[src/rtl/waiter_nav_fsm.sv]
// -----------------------------------------------------------------------------
// waiter_nav_fsm
// Navigation sequencer for the waiter robot. Runs one delivery cycle
// (base -> table -> base) made of timed legs (FORWARDS, TURN, BACKWARDS,
// TURN_BACK) and sensor-terminated legs (TO_TABLE, RETURN_HOME). An obstacle
// seen in any moving state parks the robot in STOP. It then resumes the
// interrupted leg with its timer intact once the path has been clear long
// enough.
//
// Ports:
//   clk           in   system clock
//   rst_n         in   asynchronous active-low reset
//   go            in   1-cycle pulse, order received (FFT tone detector)
//   obstacle      in   level, path blocked (camera)
//   near          in   level, target within slow-down distance
//   arrived       in   level, target reached (table or base)
//   pickup        in   1-cycle pulse, customer collected the order
//   state   [3:0] out  registered robot state code
//   speed   [2:0] out  registered speed code for the motor stage
//   state_changed out  registered 1-cycle pulse on every state transition
// -----------------------------------------------------------------------------
module waiter_nav_fsm #(
  parameter int unsigned FWD_CYCLES   = 100_000_000,
  parameter int unsigned TURN_CYCLES  = 40_000_000,
  parameter int unsigned BACK_CYCLES  = 100_000_000,
  parameter int unsigned CLEAR_CYCLES = 25_000_000,
  parameter logic [2:0]  SPEED_NORMAL = 3'd4,
  parameter logic [2:0]  SPEED_SLOW   = 3'd1
) (
  input  logic       clk,
  input  logic       rst_n,
  input  logic       go,
  input  logic       obstacle,
  input  logic       near,
  input  logic       arrived,
  input  logic       pickup,
  output logic [3:0] state,
  output logic [2:0] speed,
  output logic       state_changed
);

  localparam int unsigned MAX_FT  = (FWD_CYCLES > TURN_CYCLES) ? FWD_CYCLES : TURN_CYCLES;
  localparam int unsigned MAX_CYC = (MAX_FT > BACK_CYCLES) ? MAX_FT : BACK_CYCLES;
  // A count of 1 needs no bits; keep at least one so the vectors stay legal.
  localparam int unsigned TW = (MAX_CYC > 32'd1) ? $clog2(MAX_CYC) : 32'd1;
  localparam int unsigned CW = (CLEAR_CYCLES > 32'd1) ? $clog2(CLEAR_CYCLES) : 32'd1;

  // Timers count down from N-1 to 0, so each leg lasts exactly N cycles.
  localparam logic [TW-1:0] FWD_LOAD  = TW'(FWD_CYCLES - 32'd1);
  localparam logic [TW-1:0] TURN_LOAD = TW'(TURN_CYCLES - 32'd1);
  localparam logic [TW-1:0] BACK_LOAD = TW'(BACK_CYCLES - 32'd1);
  localparam logic [CW-1:0] CLR_LAST  = CW'(CLEAR_CYCLES - 32'd1);

  typedef enum logic [3:0] {
    IDLE_BASE   = 4'd0,
    FORWARDS    = 4'd1,
    TURN        = 4'd2,
    TO_TABLE    = 4'd3,
    IDLE_TABLE  = 4'd4,
    BACKWARDS   = 4'd5,
    TURN_BACK   = 4'd6,
    RETURN_HOME = 4'd7,
    STOP        = 4'd8
  } state_e;

  state_e        state_q, state_d;
  state_e        saved_q, saved_d;
  logic [TW-1:0] timer_q, timer_d;
  logic [CW-1:0] clear_q, clear_d;
  logic [2:0]    speed_q, speed_d;
  logic          changed_q, changed_d;
  logic          moving_s;

  // Next-state, timer, saved-state and clear-counter logic.
  always_comb begin
    state_d  = state_q;
    saved_d  = saved_q;
    timer_d  = timer_q;
    clear_d  = clear_q;
    moving_s = 1'b0;

    case (state_q)
      IDLE_BASE: begin
        if (go) begin
          state_d = FORWARDS;
          timer_d = FWD_LOAD;
        end else begin
          state_d = IDLE_BASE;
        end
      end
      FORWARDS: begin
        moving_s = 1'b1;
        if (timer_q == '0) begin
          state_d = TURN;
          timer_d = TURN_LOAD;
        end else begin
          timer_d = timer_q - TW'(1);
        end
      end
      TURN: begin
        moving_s = 1'b1;
        if (timer_q == '0) begin
          state_d = TO_TABLE;
        end else begin
          timer_d = timer_q - TW'(1);
        end
      end
      TO_TABLE: begin
        moving_s = 1'b1;
        if (arrived) begin
          state_d = IDLE_TABLE;
        end else begin
          state_d = TO_TABLE;
        end
      end
      IDLE_TABLE: begin
        if (pickup) begin
          state_d = BACKWARDS;
          timer_d = BACK_LOAD;
        end else begin
          state_d = IDLE_TABLE;
        end
      end
      BACKWARDS: begin
        moving_s = 1'b1;
        if (timer_q == '0) begin
          state_d = TURN_BACK;
          timer_d = TURN_LOAD;
        end else begin
          timer_d = timer_q - TW'(1);
        end
      end
      TURN_BACK: begin
        moving_s = 1'b1;
        if (timer_q == '0) begin
          state_d = RETURN_HOME;
        end else begin
          timer_d = timer_q - TW'(1);
        end
      end
      RETURN_HOME: begin
        moving_s = 1'b1;
        if (arrived) begin
          state_d = IDLE_BASE;
        end else begin
          state_d = RETURN_HOME;
        end
      end
      STOP: begin
        // Any blocked cycle restarts the clear window; the timer stays frozen.
        if (obstacle) begin
          clear_d = '0;
        end else if (clear_q == CLR_LAST) begin
          state_d = saved_q;
          clear_d = '0;
        end else begin
          clear_d = clear_q + CW'(1);
        end
      end
      default: begin
        state_d = IDLE_BASE;
        saved_d = IDLE_BASE;
        timer_d = '0;
        clear_d = '0;
      end
    endcase

    // Obstacle wins over expiry/arrived; the leg's timer is left untouched
    // so the tie is re-evaluated after resuming.
    if (moving_s && obstacle) begin
      state_d = STOP;
      saved_d = state_q;
      timer_d = timer_q;
      clear_d = '0;
    end else begin
      saved_d = saved_d;
    end
  end

  // Speed and transition pulse follow the next state so they line up with it.
  always_comb begin
    speed_d   = 3'd0;
    changed_d = (state_d != state_q);
    case (state_d)
      IDLE_BASE, IDLE_TABLE, STOP: speed_d = 3'd0;
      TO_TABLE, RETURN_HOME: begin
        if (near) begin
          speed_d = SPEED_SLOW;
        end else begin
          speed_d = SPEED_NORMAL;
        end
      end
      FORWARDS, TURN, BACKWARDS, TURN_BACK: speed_d = SPEED_NORMAL;
      default: speed_d = 3'd0;
    endcase
  end

  // State and output registers.
  always_ff @(posedge clk or negedge rst_n) begin
    if (!rst_n) begin
      state_q   <= IDLE_BASE;
      saved_q   <= IDLE_BASE;
      timer_q   <= '0;
      clear_q   <= '0;
      speed_q   <= 3'd0;
      changed_q <= 1'b0;
    end else begin
      state_q   <= state_d;
      saved_q   <= saved_d;
      timer_q   <= timer_d;
      clear_q   <= clear_d;
      speed_q   <= speed_d;
      changed_q <= changed_d;
    end
  end

  assign state         = state_q;
  assign speed         = speed_q;
  assign state_changed = changed_q;

endmodule

[config.mk]
export PLATFORM = sky130hd
export DESIGN_NAME = waiter_nav_fsm
export DESIGN_NICKNAME = d
export VERILOG_FILES = /design/src/rtl/waiter_nav_fsm.sv
export SDC_FILE = /design/constraint.sdc
export NUM_CORES = 1
export LEC_CHECK = 0
export BUFFER_PORTS_ARGS = -buffer_cell sky130_fd_sc_hd__buf_2
export CORE_UTILIZATION = 55
export DETAILED_ROUTE_END_ITERATION = 16
export HOLD_SLACK_MARGIN = 0.08
export PLACE_DENSITY = 0.72
export SLEW_MARGIN = 10
export SYNTH_ARGS = -nofsm -noshare
export SYNTH_HDL_FRONTEND = slang
export SYNTH_SLANG_ARGS = --single-unit
[constraint.sdc]
create_clock -name clk -period 3.5 [get_ports clk]
set_input_delay 0.525 -clock clk [delete_from_list [all_inputs] [get_ports clk]]
set_output_delay 0.525 -clock clk [all_outputs]
set_load 0.02 [all_outputs]
==> results.sh <==
export IMPL_postCtsSetupRepairBufs=0
export IMPL_wirelength_um=9110
export IMPL_firstDrtPassIters=10
export IMPL_synth_seq_area_share_pct=41.72
export IMPL_seq_area_sq_um=1577
export IMPL_track_usage_pct=27.49
export IMPL_antenna_found_initial=0
export IMPL_p_leak_nw=1.728
export IMPL_die_h_um=84.89
export IMPL_post_synth_top_area_cell="dfrtp_1"
export IMPL_synth_area_leaders="dfrtp_1 42%, o21ai_0 6.0%, nor2_1 5.5%"
export IMPL_period_share_pct=82.65
export IMPL_fin_total_pwr_w=0.002942
export IMPL_grt_max_degree=45
export IMPL_numCtsBuffers=9
export IMPL_gp_congestion=0.8852
export IMPL_clock_sinks=63
export IMPL_grt_overflow_total=0
export IMPL_io_pin_count=15
export IMPL_ant_nets=0
export IMPL_fillerInstances=582
export IMPL_period_needed_ns=2.893
export IMPL_netlist_instances=448
export IMPL_ys_flop_type="dfrtp_1"
export IMPL_clock_skew_ns=0.005200
export IMPL_insertion_delay_ns=0.33
export IMPL_grt_pass1_vias=3342
export IMPL_maxCapViolCount=0
export IMPL_dp_hpwl_um=6214
export IMPL_nNetsFinal=468
export IMPL_powerDensity_nw_per_um2=717.8
export IMPL_port_buffers=13
export IMPL_cp_data_arrival_time_ns=3.14
export IMPL_synth_area_sq_um=3779
export IMPL_critPathLaunchType="flip-flop"
export IMPL_h_tree_depth=3
export IMPL_cp_max_fo=6
export IMPL_cts_hold_buf=0
export IMPL_fmax_mhz=345.7
export IMPL_clk_pin_slew_worst_paths_ns=0.07
export IMPL_async_flop_share_pct=100.0
export IMPL_hold_viol=0
export IMPL_clk_path_buf_depth=2
export IMPL_fp_row_count=29
export IMPL_antenna_cells=0
export IMPL_worstPathRequired_ns=3.75
export IMPL_cp_end_kind="flip-flop"
export IMPL_dieWidth_um=84.89
export IMPL_start_util_pct=58.18
export IMPL_ys_seq_elements=63
export IMPL_worstMarginPinSlew_ns=0.8950
export IMPL_syn_avg_cell_area_sq_um=8.434
export IMPL_cts_tree="built"
export IMPL_setup_tns_ns=0
export IMPL_violations="design-rule violations"
export IMPL_irDropWorstVdd_v=0.0003068
export IMPL_min_path_type="input pin to async pin"
export IMPL_area_growth_pct=8.477
export IMPL_max_slew_margin_rel_pct=39.58
export IMPL_synth_top_cells_by_count="63 x dfrtp_1, 55 x nor2_1, 45 x o21ai_0, 34 x a21oi_1, 27 x nand2_1"
export IMPL_synth_enable_flop_cells=0
export IMPL_wl_per_cell_um=16.84
export IMPL_synth_top_area_share_pct=41.72
export IMPL_drive_gt1_share_pct=11.21
export IMPL_yosys_warnings=0
export IMPL_yosysMostFrequentCell="dfrtp_1"
export IMPL_die_area_sq_um=7205
export IMPL_vias=3443
export IMPL_coreArea_sq_um=6495
export IMPL_multi_input_area_sq_um=2036
export IMPL_drc=4
export IMPL_via_per_inst=6.364
export IMPL_ctsResizeCount=0
export IMPL_grt_setup_unrepaired="no"
export IMPL_setup_viol=0
export IMPL_crit_type="flip-flop to flip-flop"
export IMPL_final_max_slew_viol_count=0
export IMPL_drt_initial_drc_count=277
export IMPL_outcome="finished with violations"
export IMPL_synth_fp_nets=457
export IMPL_grt_pass1_wl_um=15840
export IMPL_synthDistinctLibCells=63
export IMPL_ctsRootBufferMaster="clkbuf_8"
[cells in the final DEF (no fill, tap or decap), types with 8 or more instances in the layout]
master	count
dfrtp_1	63
a21oi_1	34
a31oi_1	10
o22ai_1	8
nor4_1	10
nor3_1	16
buf_2	13
nor2_1	55
clkbuf_8	10
inv_1	16
buf_4	10
nand2_1	27
nand3_1	12
and3_1	8
o21ai_0	45
or3_1	10
[layout make-up]
| class | count | share of cell area (%) |
|---|---|---|
| multi-input combinational | 346 | 49.66 |
| sequential | 63 | 38.46 |
| clock inverter | 4 | 1.099 |
| tap | 77 | 2.350 |
| timing repair buffer | 23 | 3.419 |
| inverter | 16 | 1.465 |
| clock buffer | 12 | 3.541 |
[kinds of logic (layout without fill, tap and decap cells)]
| group | after synthesis | in the layout | share of synthesized area [%] |
|---|---|---|---|
| flops | 63 | 63 | 41.72 |
| mux | 4 | 4 | 1.060 |
| simple gates | 188 | 188 | 26.39 |
| other cells | 1 | 1 | 0.09924 |
| fa+ha+maj | 2 | 2 | 0.6621 |
| xor+xnor | 11 | 11 | 2.550 |
| compound gates | 140 | 140 | 23.11 |
| buf+inv | 39 | 55 | 4.404 |
[where the power goes]
| part | total (W) | internal [W] | switching [W] | leakage [nW] |
|---|---|---|---|---|
| clock | 0.000628 | 0.000346 | 0.000282 | 0.100 |
| sequential | 0.00102 | 0.000879 | 0.000145 | 0.839 |
| combinational | 0.00129 | 0.000448 | 0.000842 | 0.789 |
[per-stage QoR]
step | worst slack [ns] | cells | util (%) | cell area (sq um) | hold slack, ns
CTS | 0.6267 | 541 | 63.11 | 4099 | 0.1416
global route | 0.4215 | 541 | 63.11 | 4099 | 0.1624
global placement | 0.6971 | 525 | 60.18 | 3909 | 0.4811
floorplan | 0.9608 | 448 | - | 3779 | 0.2294
finish | 0.6072 | 541 | 63.11 | 4099 | 0.1273
detailed placement | 0.6429 | 525 | 60.18 | 3909 | 0.4847
[worst paths after layout]
| path | slack, ns | startpoint | end | cells past startpoint |
|---|---|---|---|---|
| max | 0.61 | timer_q[0] | timer_q[24] | 8 |
| min | 0.13 | rst_n | state[1] | 1 |
| max reg2reg | 0.61 | timer_q[0] | timer_q[24] | 8 |
| min reg2reg | 0.50 | saved_q[3] | saved_q[3] | 1 |
| max in group asynchronous | 2.45 | rst_n | timer_q[8] | 2 |
| min in group clk | 0.50 | saved_q[3] | saved_q[3] | 1 |
[critical path: stages, from the launching register on]
cell	delay (ns)
dfrtp_1	0.37
inv_1	0.11
ha_1	0.26
or4b_2	0.68
or3_4	0.40
or2_1	0.28
a211oi_1	0.41
a21oi_1	0.13
o2bb2ai_1	0.17
[sequential cells by signal (all words and copies together), names as in the netlist]
name	count
saved_q	4
speed	2
timer_q	27
state	4
state_changed	1
clear_q	25
[metal layers]
layer / vias up / global-route usage (%) / share of wire (%) / wire length, um
li1: 1669 / - / - / -
met1: 1686 / 38.45 / 48 / 4348
met2: 76 / 43.53 / 46 / 4216
met3: 12 / 5.545 / 4.6 / 418
met4: 0 / 8.320 / 1.4 / 127
met5: - / 0 / 0 / 0
(Power assumes the default switching activity.)
